**src/rtl/lsu_pkg.sv**
```systemverilog
// lsu_pkg: access-size and FSM-state encodings shared by the load/store controller.
package lsu_pkg;
    localparam logic [1:0] SZ_BYTE = 2'b00;
    localparam logic [1:0] SZ_HALF = 2'b01;
    localparam logic [1:0] SZ_WORD = 2'b10;
    localparam logic [1:0] SZ_ILL  = 2'b11;
    typedef enum logic [2:0] {IDLE, RD, RWAIT, WR, DONE} state_t;
endpackage

```
**src/rtl/lsu_lane_align.sv**
```systemverilog
// lsu_lane_align: little-endian lane extract/extend for loads and lane merge for sub-word stores.
module lsu_lane_align
    import lsu_pkg::*;
(
    input  logic [31:0] word,
    input  logic [31:0] wdata,
    input  logic [1:0]  off,
    input  logic [1:0]  size,
    input  logic        uns,
    output logic [31:0] rdata,
    output logic [31:0] merged
);
    logic [4:0]  sh;
    logic [15:0] h;
    logic [7:0]  b;
    logic [31:0] mask;
    always_comb begin
        sh = size == SZ_HALF ? {off[1], 4'b0} : {off, 3'b0};
        h = 16'(word >> sh);
        b = h[7:0];
        rdata = size == SZ_BYTE ? {{24{~uns & b[7]}}, b} :
                size == SZ_HALF ? {{16{~uns & h[15]}}, h} : word;
        mask = size == SZ_BYTE ? 32'h0000_00ff << sh :
               size == SZ_HALF ? 32'h0000_ffff << sh : 32'hffff_ffff;
        merged = (word & ~mask) | ((wdata << sh) & mask);
    end
endmodule

```
**src/rtl/lsu_ctrl.sv**
```systemverilog
// lsu_ctrl: byte-addressed load/store front end for a word-wide data memory;
// sub-word stores are done as read-modify-write.
module lsu_ctrl
    import lsu_pkg::*;
#(
    parameter int ADDR_W = 7,
    parameter int DATA_W = 32
) (
    input  logic              clk,
    input  logic              rst,
    input  logic              req_valid,
    output logic              req_ready,
    input  logic              req_we,
    input  logic [1:0]        req_size,
    input  logic              req_unsigned,
    input  logic [31:0]       req_addr,
    input  logic [DATA_W-1:0] req_wdata,
    output logic              resp_valid,
    output logic [DATA_W-1:0] resp_rdata,
    output logic              resp_err,
    output logic [ADDR_W-1:0] mem_addr,
    output logic              mem_rd,
    output logic              mem_wr,
    output logic [DATA_W-1:0] mem_wdata,
    input  logic [DATA_W-1:0] mem_rdata
);
    state_t state, next_state;
    logic r_we, r_uns, accept, bad, nx_err, unused_addr;
    logic [1:0] r_size, r_off;
    logic [DATA_W-1:0] r_wdata, ext, merged, nx_rdata, nx_wdata;

    assign accept = req_valid && req_ready;
    assign bad = req_size == SZ_ILL || (req_size == SZ_HALF && req_addr[0]) ||
                 (req_size == SZ_WORD && req_addr[1:0] != 2'b00);
    assign unused_addr = ^req_addr[31:ADDR_W+2];

    lsu_lane_align u_align (
        .word(mem_rdata), .wdata(r_wdata), .off(r_off), .size(r_size), .uns(r_uns),
        .rdata(ext), .merged(merged)
    );

    always_ff @(posedge clk or posedge rst) begin
        if (rst) begin
            r_we    <= 1'b0;
            r_uns   <= 1'b0;
            r_size  <= SZ_BYTE;
            r_off   <= 2'b00;
            r_wdata <= '0;
        end else if (accept) begin
            r_we    <= req_we;
            r_uns   <= req_unsigned;
            r_size  <= req_size;
            r_off   <= req_addr[1:0];
            r_wdata <= req_wdata;
        end
    end

    // Outputs are registered from next_state so each strobe lines up with its state.
    always_ff @(posedge clk or posedge rst) begin
        if (rst) begin
            state      <= IDLE;
            req_ready  <= 1'b1;
            mem_rd     <= 1'b0;
            mem_wr     <= 1'b0;
            resp_valid <= 1'b0;
            resp_rdata <= '0;
            resp_err   <= 1'b0;
            mem_addr   <= '0;
            mem_wdata  <= '0;
        end else begin
            state      <= next_state;
            req_ready  <= next_state == IDLE;
            mem_rd     <= next_state == RD;
            mem_wr     <= next_state == WR;
            resp_valid <= next_state == DONE;
            resp_rdata <= nx_rdata;
            resp_err   <= nx_err;
            mem_wdata  <= nx_wdata;
            if (accept) mem_addr <= req_addr[ADDR_W+1:2];
        end
    end

    always_comb begin
        next_state = state;
        case (state)
            IDLE:    next_state = !accept ? IDLE : bad ? DONE :
                                  (req_we && req_size == SZ_WORD) ? WR : RD;
            RD:      next_state = RWAIT;
            RWAIT:   next_state = r_we ? WR : DONE;
            WR:      next_state = DONE;
            DONE:    next_state = IDLE;
            default: next_state = IDLE;
        endcase
    end

    always_comb begin
        nx_rdata = next_state != DONE ? resp_rdata : (state == RWAIT && !r_we) ? ext : '0;
        nx_err   = next_state != DONE ? resp_err : state == IDLE;
        nx_wdata = accept ? req_wdata : (state == RWAIT && r_we) ? merged : mem_wdata;
    end
endmodule
```
**config.mk**
```make
export PLATFORM = sky130hd
export DESIGN_NAME = lsu_ctrl
export DESIGN_NICKNAME = d
export VERILOG_FILES = /design/src/rtl/lsu_pkg.sv /design/src/rtl/lsu_lane_align.sv /design/src/rtl/lsu_ctrl.sv
export SDC_FILE = /design/constraint.sdc
export NUM_CORES = 1
export LEC_CHECK = 0
export BUFFER_PORTS_ARGS = -buffer_cell sky130_fd_sc_hd__buf_2
export CAP_MARGIN = 20
export CORE_ASPECT_RATIO = 1.25
export CORE_MARGIN = 3
export CORE_UTILIZATION = 43
export CTS_CLUSTER_DIAMETER = 50
export DETAILED_ROUTE_END_ITERATION = 10
export PLACE_DENSITY = 0.68
export RECOVER_POWER = 50
export SYNTH_ARGS = -nofsm -noshare
export SYNTH_HDL_FRONTEND = slang
export SYNTH_SLANG_ARGS = --single-unit
```
**constraint.sdc**
```tcl
create_clock -name clk -period 5.5 [get_ports clk]
set_clock_uncertainty 0.2 [all_clocks]
set_input_delay 0.275 -clock clk [delete_from_list [all_inputs] [get_ports clk]]
set_output_delay 0.275 -clock clk [all_outputs]
set_load 0.02 [all_outputs]
```
==> impl_metrics.toml, run 1 <==
[run_status]
status = "finished with violations"
violations = "capacitance limit, slew limit"

[floorplanning]
num_io_pins = 179
die_w_um = 114
die_h_um = 141
start_util = 0.447
std_cell_rows = 48
die_area_um2 = 16000
core_area_um2 = 14000

[global_routing]
grt_max_degree = 62
gr-total-overflow = 0
grt_pass1_wl_um = 31500
grt_pass1_vias = 5948
antenna_found_initial = 0
grt.total_usage = 0.252

[cts]
clk_path_buf_depth = 2
tritoncts = "yes"
clk_pin_slew_ps = 50
cts_buffers = 17
cts-resized-gates = 0
root_buffer = "clkbuf_16"
cts_sinks = 117
insertion_delay_ps = 420
cts_max_level = 4

[placement]
place_area_um2 = 7020
placed_cells = 947
hpwl_um = 13900
portBuffers = 155
place_congestion = 0.866

[pwr]
peakVddDrop_mv = 0.349
leakage_nw = 3.73
netSwitchingFraction = 0.443
p_int_mw = 2.73
p_seq_frac = 0.323
pwr-share-comb = 0.463
p_per_area_nw_per_um2 = 606
clock_power_share = 0.214
power.switching_mw = 2.16

[critical_path]
critPathArrivalTime_ps = 3660
required_ps = 5570
worstSetupStartpointType = "flop"
path_class = "reg2reg"
end_kind = "flop"
critPathMaxFanout = 50

[drt]
drt_iter0_drc = 393
vias_per_cell = 5.76
drt-total-wl_um = 20200
via_count = 5985
dr.pass1.iters = 5
wl_per_cell_um = 19.4
remaining_drc_errors = 0
ant_nets = 0

[layout]
drive_gt1_frac = 0.157
layout_commonest_cell = "nand2_1"
area_growth_pct = 29.1
postLayoutCellArea_um2 = 8070
n_fill_cell = 1249
final_nets = 958
layout_common_cells = "143 x nand2_1, 116 x dfrtp_1, 83 x clkbuf_1, 79 x buf_2, 59 x dlygate4sd3_1"
instances_no_fill = 1039
diodes = 0

[timing]
max_freq_ghz = 0.279
post-route-min-period_ps = 3590
setup_viol = 0
fin_crit_sh = 0.653
setup_tns_ps = 0
slew_violations = 109
slew_headroom = -0.666
worstMarginPinSlew_ps = 2480
grt_setup_unrepaired = "false"
hold_violations = 0

[synth]
syn_nets = 774
ys_seq_area_frac = 0.469
ys.flop_type = "dfrtp_1"
synth_cells = 667
synth-async-reset-ratio = 1.00
yosys.area.top_type = "dfrtp_1"
syn_area_per_cell_um2 = 9.37
yosysTopAreaCellShare = 0.464
synth_area_leaders = "dfrtp_1 46%, nand2_1 8.6%, o21ai_0 4.6%"
synth_edf_count = 0
ys_ff_latch = 117
syn-cell-area_um2 = 6250
synth.distinct_cells = 61
yosysWarnings = 0

[hold_path]
hp-class = "in2reg"

[run]
drv_cap = 2
## stage by stage
stage / setup WS, ps / util / hold slack [ps] / power, mW
after floorplan: 1930 / - / 180 / 3.18
after global placement: 2200 / 0.501 / 225 / 3.77
after detailed placement: 2130 / 0.501 / 241 / 3.84
after CTS: 2110 / 0.583 / 1.08 / 4.93
after global routing: 1490 / 0.577 / 0.570 / 5.20
final: 1910 / 0.577 / 5.63 / 4.89
## per-layer routing
layer  GRT usage  part of all wire  vias to the layer above
li1            -                 -                     2783
met1       0.327              0.42                     2934
met2       0.407              0.49                      232
met3      0.0554             0.068                       36
met4       0.104             0.028                        0
met5           0                 0                        -
## cell families after synthesis
group | count (synthesis) | synth area share
flops | 117 | 0.469
buf+inv | 74 | 0.0564
fa+ha+maj | 4 | 0.00801
compound gates | 206 | 0.230
simple gates | 247 | 0.190
mux | 19 | 0.0468
## critical path, stage by stage (launching register included)
cell	delay, ps
dfstp_1	550
and2_2	170
clkbuf_1	1660
nor3_1	500
o21ai_0	240
a22oi_1	120
## cells in the mapped netlist, types with 3 or more instances
master and instances:
nand2b_1 4, buf_4 3, buf_1 4, o2bb2ai_1 6, mux4_2 8, a22oi_1 9, a21oi_1 22, ha_1 4
a211o_1 7, o21ai_0 58, inv_1 15, o22ai_1 8, and3_1 10, a31oi_1 8, nand3_1 25, nor3_1 3
dfrtp_1 116, and4_1 7, a22o_1 9, o21a_1 9, nand2_1 143, nor2_1 14, a21o_1 9, a21boi_0 9
buf_6 4, mux2i_1 9, and2_1 9, clkbuf_1 27, o31ai_1 16, nor4_1 8, a221o_1 17, nor2b_1 11
buf_2 17, a2111oi_0 7
## path summary, 6_finish.rpt
check / from / to / slack, ps / depth (start not counted)
max: req_ready$_DFF_PP1_ / mem_wdata[11]$_DFFE_PP0P_ / 1910 / 5
min: mem_rdata[3] / resp_rdata[3]$_DFFE_PP0N_ / 6 / 3
max reg2reg: req_ready$_DFF_PP1_ / mem_wdata[11]$_DFFE_PP0P_ / 1910 / 5
min reg2reg: mem_addr[1]$_DFFE_PP0P_ / mem_addr[1]$_DFFE_PP0P_ / 280 / 2
max in group asynchronous: rst / mem_wdata[23]$_DFFE_PP0P_ / 2530 / 4
min in group asynchronous: rst / mem_rd$_DFF_PP0_ / 890 / 3
## final cells by class
cell class                 count  area (µm²)  share of cell area
timing repair buffer         222        1340               0.165
clock buffer                  27         503              0.0623
clock inverter                 5        50.0             0.00620
multi-input combinational    476        2970               0.368
tap                          175         219              0.0271
sequential                   117        2930               0.363
inverter                      17        65.1             0.00806
## sequential cells by signal, summed over array words and instances (netlist names), 2 cells and up
register    flops
r_size          2
mem_addr        7
r_off           2
state           3
mem_wdata      32
r_wdata        32
resp_rdata     32
## power groups by stage
stage               clock, mW  sequential (mW)  combinational [mW]
floorplan                   0             1.74                1.44
global placement            0             1.55                2.22
detailed placement          0             1.56                2.27
CTS                      1.05             1.56                2.32
global route             1.10             1.62                2.47
finish                   1.05             1.58                2.26
## repair_timing
item,4_1_cts,5_1_grt
endpoints found under the hold margin,131,0
endpoints found under the setup margin,0,0
buffers inserted,0,0
hold buffers,59,0
No activity file was read; power rests on OpenSTA's default activity.
==> run 2, diff against run 1 <==
--- a/config.mk
+++ b/config.mk
@@ -5,6 +5,7 @@
 export SDC_FILE = /design/constraint.sdc
 export NUM_CORES = 1
 export LEC_CHECK = 0
+export ABC_AREA = 1
 export BUFFER_PORTS_ARGS = -buffer_cell sky130_fd_sc_hd__buf_2
 export CAP_MARGIN = 20
 export CORE_ASPECT_RATIO = 1.25
@@ -12,7 +13,7 @@
 export CORE_UTILIZATION = 43
 export CTS_CLUSTER_DIAMETER = 50
 export DETAILED_ROUTE_END_ITERATION = 10
-export PLACE_DENSITY = 0.68
+export PLACE_DENSITY = 0.71
 export RECOVER_POWER = 50
 export SYNTH_ARGS = -nofsm -noshare
 export SYNTH_HDL_FRONTEND = slang
==> constraint.sdc (replaced) <==
create_clock -name clk -period 3.29 [get_ports clk]
set_clock_uncertainty 0.2 [all_clocks]
set_input_delay 0.1645 -clock clk [delete_from_list [all_inputs] [get_ports clk]]
set_output_delay 0.1645 -clock clk [all_outputs]
set_load 0.02 [all_outputs]
==> impl_metrics.toml, run 2 <==
[timing]
fin_crit_sh = 0.839
worstMarginPinSlew_ps = 1380
layout_setup_ws_ps = 529
grt_setup_unrepaired = "false"
max_freq_ghz = 0.362
setup_viol = 0
slew_headroom = 0.0826
slew_violations = 0
hold_violations = 0
setup_tns_ps = 0
post-route-min-period_ps = 2760

[run_status]
status = "finished, final reports clean"

[synth]
synth_cells = 854
synth-async-reset-ratio = 1.00
syn-cell-area_um2 = 6250
yosys.area.top_type = "dfrtp_1"
synth.distinct_cells = 33
ys_seq_area_frac = 0.469
ys.flop_type = "dfrtp_1"
synth.most_common_cell = "nand2_1"
synth_common_cells = "260 x nand2_1, 116 x dfrtp_1, 87 x nor2_1, 76 x nand3_1, 71 x a21oi_1"
yosysWarnings = 0
yosysTopAreaCellShare = 0.465
syn_nets = 961
synth_area_leaders = "dfrtp_1 46%, nand2_1 16%, nand3_1 6.1%"
ys_ff_latch = 117
synth_edf_count = 0
syn_area_per_cell_um2 = 7.31

[critical_path]
critPathMaxFanout = 21
path_class = "reg2reg"
end_kind = "flop"
worstSetupStartpointType = "flop"
worstRegToRegCells = 9
critPathArrivalTime_ps = 2860
required_ps = 3390

[drt]
wl_per_cell_um = 16.4
via_count = 6552
ant_nets = 0
drt-total-wl_um = 20500
remaining_drc_errors = 0
vias_per_cell = 5.24
dr.pass1.iters = 5
drt_iter0_drc = 568

[global_routing]
grt_pass1_vias = 6285
gr-total-overflow = 0
grt_pass1_wl_um = 32400
grt_max_degree = 65
grt.total_usage = 0.256
antenna_found_initial = 0

[floorplanning]
start_util = 0.446
die_w_um = 114
num_io_pins = 179
std_cell_rows = 48
die_area_um2 = 16000
core_area_um2 = 14000
die_h_um = 141

[run]
drv_cap = 0

[layout]
drive_gt1_frac = 0.129
multi_input_area_um2 = 2780
diodes = 0
layout_common_cells = "260 x nand2_1, 116 x dfrtp_1, 87 x nor2_1, 80 x clkbuf_1, 79 x buf_2"
final_nets = 1171
seq_area_um2 = 2930
layout_commonest_cell = "nand2_1"
area_growth_pct = 32.6
instances_no_fill = 1251
n_fill_cell = 1298
reg_top3 = "mem_wdata (32), r_wdata (32), resp_rdata (32)"

[cts]
clk_pin_slew_ps = 50
cts_max_level = 4
tritoncts = "yes"
cts_buffers = 17
cts_sinks = 117
root_buffer = "clkbuf_16"
insertion_delay_ps = 410
cts-resized-gates = 0
clk_path_buf_depth = 2

[placement]
portBuffers = 155
place_congestion = 0.942
hpwl_um = 14300
placed_cells = 1148
post-place-ws_ps = 544

[hold_path]
hp-class = "in2reg"
min_path_cells = 5

[pwr]
p_per_area_nw_per_um2 = 1010
peakVddDrop_mv = 0.447
leakage_nw = 4.12
## run 2: cell types whose count changed after synthesis, sizes merged, moves of 10 or more
| cell | delta |
|---|---|
| and3 | -10 |
| o31ai | -16 |
| a221o | -17 |
| nand2 | +121 |
| nor2 | +75 |
| and2 | -11 |
| nor2b | -11 |
| a21oi | +48 |
| inv | +58 |
| nand3 | +52 |
## run 2: what timing repair did
action	CTS	global route
endpoints found under the setup margin	0	0
hold endpoints to repair	124	0
hold buffers	72	0
setup buffers	0	0
## run 2: power by group
group	switching, mW	internal (mW)	leakage [nW]
sequential	0.334	2.06	1.45
combinational	2.96	1.23	2.41
clock	0.643	1.15	0.269
## run 2: path summary, 6_finish.rpt
path	slack, ps	to	start
max reg2reg	530	mem_wdata[9]$_DFFE_PP0P_	r_size[1]$_DFFE_PP0P_
min in group asynchronous	290	mem_rd$_DFF_PP0_	rst
min	10	resp_rdata[2]$_DFFE_PP0N_	mem_rdata[18]
max	530	mem_wdata[9]$_DFFE_PP0P_	r_size[1]$_DFFE_PP0P_
min reg2reg	270	resp_rdata[2]$_DFFE_PP0N_	resp_rdata[2]$_DFFE_PP0N_
max in group asynchronous	760	r_wdata[24]$_DFFE_PP0P_	rst
## run 2: worst max-delay path, cell delays in order, from the launching register on
cell     delay [ps]
dfrtp_1         390
inv_2           280
nand2_4         200
nand2_2         250
inv_2           210
ha_1            260
o21ai_1         490
o21ai_1         210
nand2_1          90
a21oi_1          60
## run 2: logic make-up (layout without fill, tap and decap cells)
family	Yosys count	after routing	share of synthesized area
buffers and inverters	123	345	0.0863
DFF	117	117	0.469
adders and majority gates	4	4	0.00801
AOI/OAI and AO/OA	166	166	0.144
and+or+nand+nor	444	444	0.292
## run 2: routing by layer
metal / vias to the layer above / global-route usage / part of all wire
met5: - / 0 / 0
met4: 0 / 0.100 / 0.029
met3: 44 / 0.0451 / 0.065
met2: 272 / 0.420 / 0.48
met1: 3041 / 0.337 / 0.42
li1: 3195 / - / -
## run 2: layout make-up
cell class	instances	area share
flip-flops and latches	117	0.354
multi-input cells	614	0.335
repair buffers	240	0.182
clock buffers	23	0.0565
inverters	74	0.0337
well taps	175	0.0264
clock inverters	8	0.0122
## run 2: per-stage QoR
| stage | utilization | instance area [µm²] | hold slack (ps) | power (mW) |
|---|---|---|---|---|
| CTS | 0.600 | 8400 | 1.81 | 8.48 |
| finish | 0.592 | 8280 | 14.4 | 8.37 |
| global placement | 0.508 | 7110 | 41.3 | 6.51 |
| global route | 0.592 | 8280 | 18.4 | 9.00 |
| floorplan | - | 6250 | 74.1 | 5.40 |
| detailed placement | 0.508 | 7110 | 43.2 | 6.58 |
==> run 3, diff against run 2 <==
==> constraint.sdc (replaced) <==
create_clock -name clk -period 2.34 [get_ports clk]
set_clock_uncertainty 0.2 [all_clocks]
set_input_delay 0.117 -clock clk [delete_from_list [all_inputs] [get_ports clk]]
set_output_delay 0.117 -clock clk [all_outputs]
set_load 0.02 [all_outputs]
==> impl_metrics.toml, run 3 (synthesis results as in run 2) <==
[timing]
fin_crit_sh = 0.929
grt_setup_unrepaired = "false"
setup_viol = 0
post-route-min-period_ps = 2170
max_freq_ghz = 0.460
hold_violations = 0
slew_headroom = 0.141
slew_violations = 0
setup_tns_ps = 0
worstMarginPinSlew_ps = 1280

[run]
drv_cap = 0

[layout]
utilization = 0.603
drive_gt1_frac = 0.138
area_growth_pct = 35.1
layout_common_cells = "260 x nand2_1, 116 x dfrtp_1, 87 x nor2_1, 80 x buf_2, 79 x dlygate4sd3_1"
reg_top3 = "mem_wdata (32), r_wdata (32), resp_rdata (32)"
layout_commonest_cell = "nand2_1"
final_nets = 1185

[critical_path]
path_class = "reg2reg"
path_buf_inv = 2
worstSetupStartpointType = "flop"
crit_path_top_delay_cell = "dfstp_2"
slowest_delay_ps = 530
critical_path.top_delay_family = "buffers and inverters"
required_ps = 2440
end_kind = "flop"
crit_chain = "nand2_1 -> buf_4 -> nand2_1 -> clkinvlp_4 -> a21oi_1 -> a21oi_1"
critPathArrivalTime_ps = 2270
critPathMaxFanout = 31

[pwr]
p_per_area_nw_per_um2 = 1420
leakage_nw = 4.20
peakVddDrop_mv = 0.680

[cts]
tritoncts = "yes"
cts_max_level = 4
cts_buffers = 17
cts_post_setup_buffers_inserted = 0
insertion_delay_ps = 420
clk_path_buf_depth = 2
root_buffer = "clkbuf_16"
clk_pin_slew_ps = 50
cts_sinks = 117

[drt]
drt-total-wl_um = 21100
remaining_drc_errors = 0
dr.pass1.iters = 5
via_count = 6662
ant_nets = 0
wl_per_cell_um = 16.7
vias_per_cell = 5.26
drt_iter0_drc = 704

[placement]
place_congestion = 0.956
portBuffers = 155
hpwl_um = 14300

[floorplanning]
num_io_pins = 179
start_util = 0.446
die_w_um = 114
core_area_um2 = 14000
die_h_um = 141
std_cell_rows = 48
die_area_um2 = 16000

[global_routing]
antenna_found_initial = 1
gr-total-overflow = 0
grt_pass1_vias = 6445
grt_pass1_wl_um = 33500
grt_max_degree = 101
grt.total_usage = 0.267

[run_status]
status = "finished, final reports clean"

[hold_path]
hp-class = "in2reg"
run 3: routing by layer:
| metal | GRT usage | vias up | part of all wire |
|---|---|---|---|
| met1 | 0.349 | 3083 | 0.42 |
| met5 | 0 | - | 0 |
| li1 | - | 3221 | - |
| met2 | 0.436 | 301 | 0.48 |
| met3 | 0.0494 | 57 | 0.063 |
| met4 | 0.109 | 0 | 0.035 |
run 3: worst reg2reg max path, stage by stage (launching register included):
cell        delay, ps
dfstp_2           530
nand2_1            70
buf_4             250
nand2_1           190
clkinvlp_4        430
a21oi_1           310
a21oi_1           100
run 3: timing repair:
item / 4_1_cts / 5_1_grt
endpoints found under the setup margin: 0 / 1
gates resized for setup: 0 / 1
endpoints found under the hold margin: 139 / 0
hold buffers: 79 / 0
run 3: layout make-up:
class / instances / area, µm²
Fill cell: 1297 / 5560
Sequential cell: 117 / 2930
Multi-Input combinational cell: 614 / 2780
Timing Repair Buffer: 254 / 1630
Clock buffer: 19 / 433
Inverter: 74 / 283
Tap cell: 175 / 219
Clock inverter: 13 / 159
Antenna cell: 1 / 2.50
run 3: report_power, final:
group | switching, mW | total (mW) | internal (mW)
clock network | 0.951 | 2.62 | 1.67
logic | 4.21 | 6.02 | 1.81
registers | 0.462 | 3.35 | 2.89
run 3: path summary, 6_finish.rpt:
path / startpoint / endpoint / slack [ps] / cells after the start
worst max-delay path: req_ready$_DFF_PP1_ / mem_wdata[27]$_DFFE_PP0P_ / 170 / 6
worst min-delay path: req_addr[7] / mem_addr[5]$_DFFE_PP0P_ / 250 / 4
worst max register to register: req_ready$_DFF_PP1_ / mem_wdata[27]$_DFFE_PP0P_ / 170 / 6
worst min register to register: resp_err$_DFFE_PP0N_ / resp_err$_DFFE_PP0N_ / 280 / 2
max in group asynchronous: rst / r_wdata[16]$_DFFE_PP0P_ / 370 / 4
min in group asynchronous: rst / resp_valid$_DFF_PP0_ / 320 / 3
run 3: per-stage QoR:
stage | power, mW | worst slack [ps] | std cells | hold slack (ps) | instance area [µm²]
2_1_floorplan | 7.60 | 110 | 854 | 26.6 | 6250
3_3_place_gp | 9.20 | 281 | 1155 | 62.7 | 7170
3_5_place_dp | 9.32 | 235 | 1155 | 67.1 | 7170
4_1_cts | 12.1 | 217 | 1266 | 177 | 8550
5_1_grt | 12.9 | 7.96 | 1267 | 261 | 8440
6_report | 12.0 | 165 | 1267 | 246 | 8440
